==> config.mk <==
export PLATFORM = sky130hd
export DESIGN_NAME = fetch_unit_flat
export DESIGN_NICKNAME = d
export VERILOG_FILES = /design/src/rtl/fetch_unit_if.sv /design/src/rtl/fetch_unit.sv /design/src/flat_wrapper.sv
export SDC_FILE = /design/constraint.sdc
export NUM_CORES = 1
export LEC_CHECK = 0
export ABC_CLOCK_PERIOD_IN_PS = 5430
export CORE_MARGIN = 3
export CORE_UTILIZATION = 47
export CTS_CLUSTER_DIAMETER = 80
export DETAILED_ROUTE_END_ITERATION = 10
export PLACE_DENSITY = 0.95
export SLEW_MARGIN = 20
export SYNTH_ARGS = -nofsm -noshare
export SYNTH_HDL_FRONTEND = slang
export SYNTH_SLANG_ARGS = --single-unit
==> constraint.sdc <==
create_clock -name clk -period 5.43 [get_ports clk]
set_input_delay 1.086 -clock clk [delete_from_list [all_inputs] [get_ports clk]]
set_output_delay 1.086 -clock clk [all_outputs]
set_load 0.01 [all_outputs]
==> src/rtl/fetch_unit_if.sv <==
// Fetch-side bus bundle: instruction-memory req/gnt/rvalid handshake plus the
// push port into the instruction queue FIFO. The fetch unit is the master.
interface fetch_unit_if #(
  parameter int XLEN = 32
);
  logic              imem_req;
  logic [XLEN-1:0]   imem_addr;
  logic              imem_gnt;
  logic              imem_rvalid;
  logic [XLEN-1:0]   imem_rdata;
  logic              fifo_wr_en;
  logic [2*XLEN-1:0] fifo_wr_data;
  logic              fifo_full;

  modport master (
    output imem_req, imem_addr, fifo_wr_en, fifo_wr_data,
    input  imem_gnt, imem_rvalid, imem_rdata, fifo_full
  );

  modport slave (
    input  imem_req, imem_addr, fifo_wr_en, fifo_wr_data,
    output imem_gnt, imem_rvalid, imem_rdata, fifo_full
  );
endinterface

==> src/rtl/fetch_unit.sv <==
// Instruction fetch stage: sequential PC generation, one outstanding imem
// request at a time, pushes {pc, instr} into the instruction queue, and
// squashes the in-flight fetch on a redirect.
// Optional macro FETCH_PERF_CNT_EN adds saturating perf_fetched/perf_stall
// counters.
module fetch_unit #(
  parameter int              XLEN     = 32,
  parameter logic [XLEN-1:0] RESET_PC = '0
) (
  input  logic            clk,
  input  logic            rst_n,
  input  logic            redirect_valid,
  input  logic [XLEN-1:0] redirect_pc,
  fetch_unit_if.master    bus,
  output logic            fetch_busy
`ifdef FETCH_PERF_CNT_EN
  ,
  output logic [31:0]     perf_fetched,
  output logic [31:0]     perf_stall
`endif
);

  typedef enum logic [1:0] {
    S_REQ  = 2'd0,
    S_WAIT = 2'd1,
    S_HOLD = 2'd2,
    S_DROP = 2'd3
  } state_t;

  localparam logic [XLEN-1:0] ALIGN_MASK = {{(XLEN-2){1'b1}}, 2'b00};
  localparam logic [XLEN-1:0] PC_STEP    = XLEN'(4);

  state_t            state_q, state_d;
  logic [XLEN-1:0]   pc_q, pc_d;
  logic [XLEN-1:0]   hold_q, hold_d;
  logic              push;
  logic [2*XLEN-1:0] wr_data;

  // State, PC and held-instruction registers
  always_ff @(posedge clk or negedge rst_n) begin
    if (!rst_n) begin
      state_q <= S_REQ;
      pc_q    <= RESET_PC;
      hold_q  <= '0;
    end else begin
      state_q <= state_d;
      pc_q    <= pc_d;
      hold_q  <= hold_d;
    end
  end

  // Next-state, PC update and FIFO push decode; redirect overrides everything
  always_comb begin
    state_d = state_q;
    pc_d    = pc_q;
    hold_d  = hold_q;
    push    = 1'b0;
    wr_data = '0;
    case (state_q)
      S_REQ: begin
        if (bus.imem_gnt) state_d = S_WAIT;
      end
      S_WAIT: begin
        wr_data = {pc_q, bus.imem_rdata};
        if (bus.imem_rvalid) begin
          if (!bus.fifo_full) begin
            push    = 1'b1;
            pc_d    = pc_q + PC_STEP;
            state_d = S_REQ;
          end else begin
            // Queue is full: park the word rather than stall memory
            hold_d  = bus.imem_rdata;
            state_d = S_HOLD;
          end
        end
      end
      S_HOLD: begin
        wr_data = {pc_q, hold_q};
        if (!bus.fifo_full) begin
          push    = 1'b1;
          pc_d    = pc_q + PC_STEP;
          state_d = S_REQ;
        end
      end
      S_DROP: begin
        if (bus.imem_rvalid) state_d = S_REQ;
      end
      default: state_d = S_REQ;
    endcase

    if (redirect_valid) begin
      push = 1'b0;
      pc_d = redirect_pc & ALIGN_MASK;
      case (state_q)
        S_REQ:   state_d = bus.imem_gnt    ? S_DROP : S_REQ;
        S_WAIT:  state_d = bus.imem_rvalid ? S_REQ  : S_DROP;
        S_DROP:  state_d = bus.imem_rvalid ? S_REQ  : S_DROP;
        default: state_d = S_REQ;
      endcase
    end
  end

  // Request is gated by rst_n so it drops the instant reset asserts
  assign bus.imem_req     = rst_n & (state_q == S_REQ);
  assign bus.imem_addr    = pc_q;
  assign bus.fifo_wr_en   = push;
  assign bus.fifo_wr_data = wr_data;
  assign fetch_busy       = (state_q != S_REQ);

`ifdef FETCH_PERF_CNT_EN
  logic [31:0] perf_fetched_q, perf_stall_q;
  logic        stall;

  function automatic logic [31:0] sat_inc(input logic [31:0] v);
    return (v == 32'hFFFF_FFFF) ? v : v + 32'd1;
  endfunction

  assign stall = (state_q == S_HOLD) ||
                 ((state_q == S_WAIT) && bus.imem_rvalid && bus.fifo_full);

  // Saturating counters for pushes and full-queue stall cycles
  always_ff @(posedge clk or negedge rst_n) begin
    if (!rst_n) begin
      perf_fetched_q <= '0;
      perf_stall_q   <= '0;
    end else begin
      if (push)  perf_fetched_q <= sat_inc(perf_fetched_q);
      if (stall) perf_stall_q   <= sat_inc(perf_stall_q);
    end
  end

  assign perf_fetched = perf_fetched_q;
  assign perf_stall   = perf_stall_q;
`endif

endmodule

==> src/flat_wrapper.sv <==
// flat-port wrapper written by rule: the top's interface ports become plain ports
module fetch_unit_flat 
#(
  parameter int              XLEN     = 32,
  parameter logic [XLEN-1:0] RESET_PC = '0
)
  (clk, rst_n, redirect_valid, redirect_pc, fetch_busy, bus_imem_req, bus_imem_addr, bus_fifo_wr_en, bus_fifo_wr_data, bus_imem_gnt, bus_imem_rvalid, bus_imem_rdata, bus_fifo_full);
  fetch_unit_if #(.XLEN(XLEN)) bus_i ();
  input  logic clk;
  input  logic rst_n;
  input  logic redirect_valid;
  input  logic [XLEN-1:0] redirect_pc;
  output logic fetch_busy;
  output wire logic [$bits(bus_i.imem_req)-1:0] bus_imem_req;
  output wire logic [$bits(bus_i.imem_addr)-1:0] bus_imem_addr;
  output wire logic [$bits(bus_i.fifo_wr_en)-1:0] bus_fifo_wr_en;
  output wire logic [$bits(bus_i.fifo_wr_data)-1:0] bus_fifo_wr_data;
  input wire logic [$bits(bus_i.imem_gnt)-1:0] bus_imem_gnt;
  input wire logic [$bits(bus_i.imem_rvalid)-1:0] bus_imem_rvalid;
  input wire logic [$bits(bus_i.imem_rdata)-1:0] bus_imem_rdata;
  input wire logic [$bits(bus_i.fifo_full)-1:0] bus_fifo_full;
  assign bus_imem_req = bus_i.imem_req;
  assign bus_imem_addr = bus_i.imem_addr;
  assign bus_fifo_wr_en = bus_i.fifo_wr_en;
  assign bus_fifo_wr_data = bus_i.fifo_wr_data;
  assign bus_i.imem_gnt = bus_imem_gnt;
  assign bus_i.imem_rvalid = bus_imem_rvalid;
  assign bus_i.imem_rdata = bus_imem_rdata;
  assign bus_i.fifo_full = bus_fifo_full;
  fetch_unit #(.XLEN(XLEN), .RESET_PC(RESET_PC)) u_core (.clk(clk), .rst_n(rst_n), .redirect_valid(redirect_valid), .redirect_pc(redirect_pc), .bus(bus_i), .fetch_busy(fetch_busy));
endmodule
==> key figures <==
Global route
  – Total Routing Usage GR: 0.264
  – Largest net degree at the start of global routing: 65
  – Total congestion overflow: 0
  – First-pass GRT wire length: 20800 µm
  – Vias in the first global route: 4161
  – Initial antenna violation count: 0

Synth
  – Gate count after technology mapping: 432
  – Cell Area, Synth: 4070 µm²
  – Ys Warns: 0
  – Syn avg cell area: 9.42 µm²
  – Synth Flop Type: dfrtp_1
  – FF+latch count, synth: 64
  – Fraction of registers with async set/reset: 1.00
  – Post-synth EDFFs: 0
  – Cell variety after synth: 54
  – Sequential-to-total area share from yosys stat: 0.393

Timing
  – Minimum clock period: 4600 ps
  – Relative slew slack: 0.432
  – Fmax: 218 MHz
  – Max Slew Vio Count: 0
  – Slew @ Worst Pin: 851 ps
  – Setup-failing EPs final: 0
  – Hold Fails Final Rpt: 0
  – Setup TNS: 0 ps
  – Clock Skew: 11.0 ps
  – RSZ-0062 raised after global routing: false
  – Tcrit/Tclk final: 0.846

Floorplan
  – FP Rows: 33
  – Starting Density: 0.491
  – Die Y: 99.1 µm
  – Total die area: 9810 µm²
  – Core area: 8300 µm²
  – Die Wd: 99.1 µm
  – Total I/O pin count: 169

Final layout
  – Commonest non-fill, non-tap cell in the layout: clkdlybuf4s50_1
  – Final non-filler cell total: 691
  – N_diodes: 0
  – Nets: 657
  – Commonest cells after routing, fill and taps aside: clkdlybuf4s50_1 (161), dfrtp_1 (64), nor2b_1 (36)
  – Share of layout cells above drive strength 1: 0.109
  – Layout area overhead: 46.9%

Clock tree
  – CTS tree: yes
  – Hold_buf cts: 0
  – Post-CTS Setup Inserts: 0
  – # clock sinks: 64
  – H-tree depth: 3
  – Clock buffer depth: 2
  – Num CTS Buffers: 9
  – Root cell of the clock tree: clkbuf_8
  – Clk slew on worst S/H paths: 80 ps
  – Post-CTS sizing: 0
  – Clk_lat worst skew: 360 ps

Place
  – Placed Instances: 675
  – Count of input and output buffers: 162
  – Detailed-placement wirelength estimate: 9190 µm
  – Gp weighted congestion: 0.858

Power
  – Peak VDD IR: 0.000226 V
  – PD cells: 445 nW/µm²
  – Pwr Total: 2.66 mW
  – Static leakage: 2.30 nW

Route
  – First drt pass iteration count: 4
  – Mean number of vias per cell: 5.93
  – Routed wire per std cell: 18.7 µm
  – DRC Markers: 0
  – Final WL: 12900 µm
  – Vias: 4096
  – Detail Route Antenna Nets: 0
  – First DRT Iteration DRCs: 195

Flow run
  – MaxCap Viol Count: 0

Worst setup path
  – Worst path max stage delay: 840 ps
  – Flop2flop setup slack: 2830 ps
  – CP max-delay cell: ha_1
  – Worst-path cell chain: inv_1, ha_1, o21a_1, buf_4, nor4b_1, clkdlybuf4s50_1
  – Max FO, Critical Path: 33
  – Crit path max-delay family: buffers and inverters
  – Worst EP required: 4340 ps
  – Startpoint Class: flip-flop
  – Critical Path End Type: primary output
  – CP Buf/Inv Count: 3
  – Crit path kind: reg2out
  – CP arrival: 3510 ps

Min path
  – HP Class: reg2reg

Run status
  – Status: finished, final reports clean
==> worst reg2reg max path, stage by stage, from the launching register on <==
cell and delay (ps):
dfrtp_1 430, inv_1 150, ha_1 190, buf_4 390, mux2i_1 290, or4_1 700
o21ai_0 230, nand3_1 110
==> registers in the layout, indices dropped and copies added (netlist names) <==
register,count
u_core.state_q,2
u_core.hold_q,32
u_core.bus.imem_addr,30
==> logic make-up after synthesis <==
| group | share of synthesized area |
|---|---|
| AO/OA/AOI/OAI | 0.153 |
| XOR/XNOR | 0.0172 |
| adder cells (fa/ha/maj) | 0.0184 |
| buffers and inverters | 0.0433 |
| flip-flops | 0.393 |
| multiplexers | 0.102 |
| other | 0.000921 |
| AND/OR/NAND/NOR | 0.271 |
==> layout make-up <==
| class | count | area, µm² |
|---|---|---|
| timing repair buffer | 168 | 1660 |
| clock inverter | 6 | 115 |
| sequential | 64 | 1600 |
| inverter | 8 | 30.0 |
| clock buffer | 10 | 138 |
| fill | 612 | 2320 |
| tap | 105 | 131 |
| multi-input combinational | 330 | 2300 |
==> synth_stat cells, types with 2 or more instances <==
cell	instances	area (µm²)
dfrtp_1	64	1600
nor2b_1	36	225
a22oi_1	35	263
and2_1	32	200
mux2_2	32	360
clkbuf_1	20	75.1
nand2_1	20	75.1
nand3_1	19	95.1
nor2_1	18	67.6
o21ai_0	18	90.1
a31oi_1	13	81.3
or4_1	13	97.6
o31ai_1	10	75.1
inv_1	8	30.0
and4_1	7	61.3
nand4_1	7	43.8
a21oi_1	6	30.0
ha_1	6	75.1
nor3_1	6	30.0
buf_1	5	18.8
buf_4	5	37.5
xor2_1	5	43.8
mux2i_1	4	40.0
or3_1	4	25.0
buf_2	3	15.0
nand2_2	3	18.8
xnor2_1	3	26.3
nand4b_1	2	17.5
nor3b_1	2	15.0
nor4_1	2	12.5
==> routing by layer <==
layer  up-vias  share of wire  global-route usage
li1       1878              -                   -
met1      2012           0.39               0.318
met2       160           0.51               0.452
met3        46          0.053              0.0418
met4         0          0.044               0.136
met5         -              0                   0
==> power breakdown <==
group / total, mW / switching (mW) / internal [mW]
clock network: 0.528 / 0.208 / 0.320
registers: 0.744 / 0.115 / 0.629
logic: 1.39 / 0.631 / 0.756
total: 2.66 / 0.954 / 1.71
==> worst paths after layout <==
kind                                    from                  endpoint  cells after the start
setup / recovery           u_core.state_q[1]            bus_fifo_wr_en                      6
hold / removal             u_core.hold_q[25]         u_core.hold_q[25]                      1
setup reg to reg           u_core.state_q[1]  u_core.bus.imem_addr[29]                      7
hold reg to reg            u_core.hold_q[25]         u_core.hold_q[25]                      1
max in group asynchronous              rst_n   u_core.bus.imem_addr[5]                      2
min in group asynchronous              rst_n         u_core.hold_q[13]                      2
==> through the flow <==
stage	hold WS (ps)	cell area, µm²	setup WS (ps)	utilization
final	515	5980	834	0.721
after global routing	528	5980	706	0.721
after CTS	514	5980	955	0.721
after detailed placement	496	5730	1340	0.690
after global placement	487	5730	1460	0.690
after floorplan	480	4080	2370	-
Note: power is estimated with default switching activity, not from simulation.
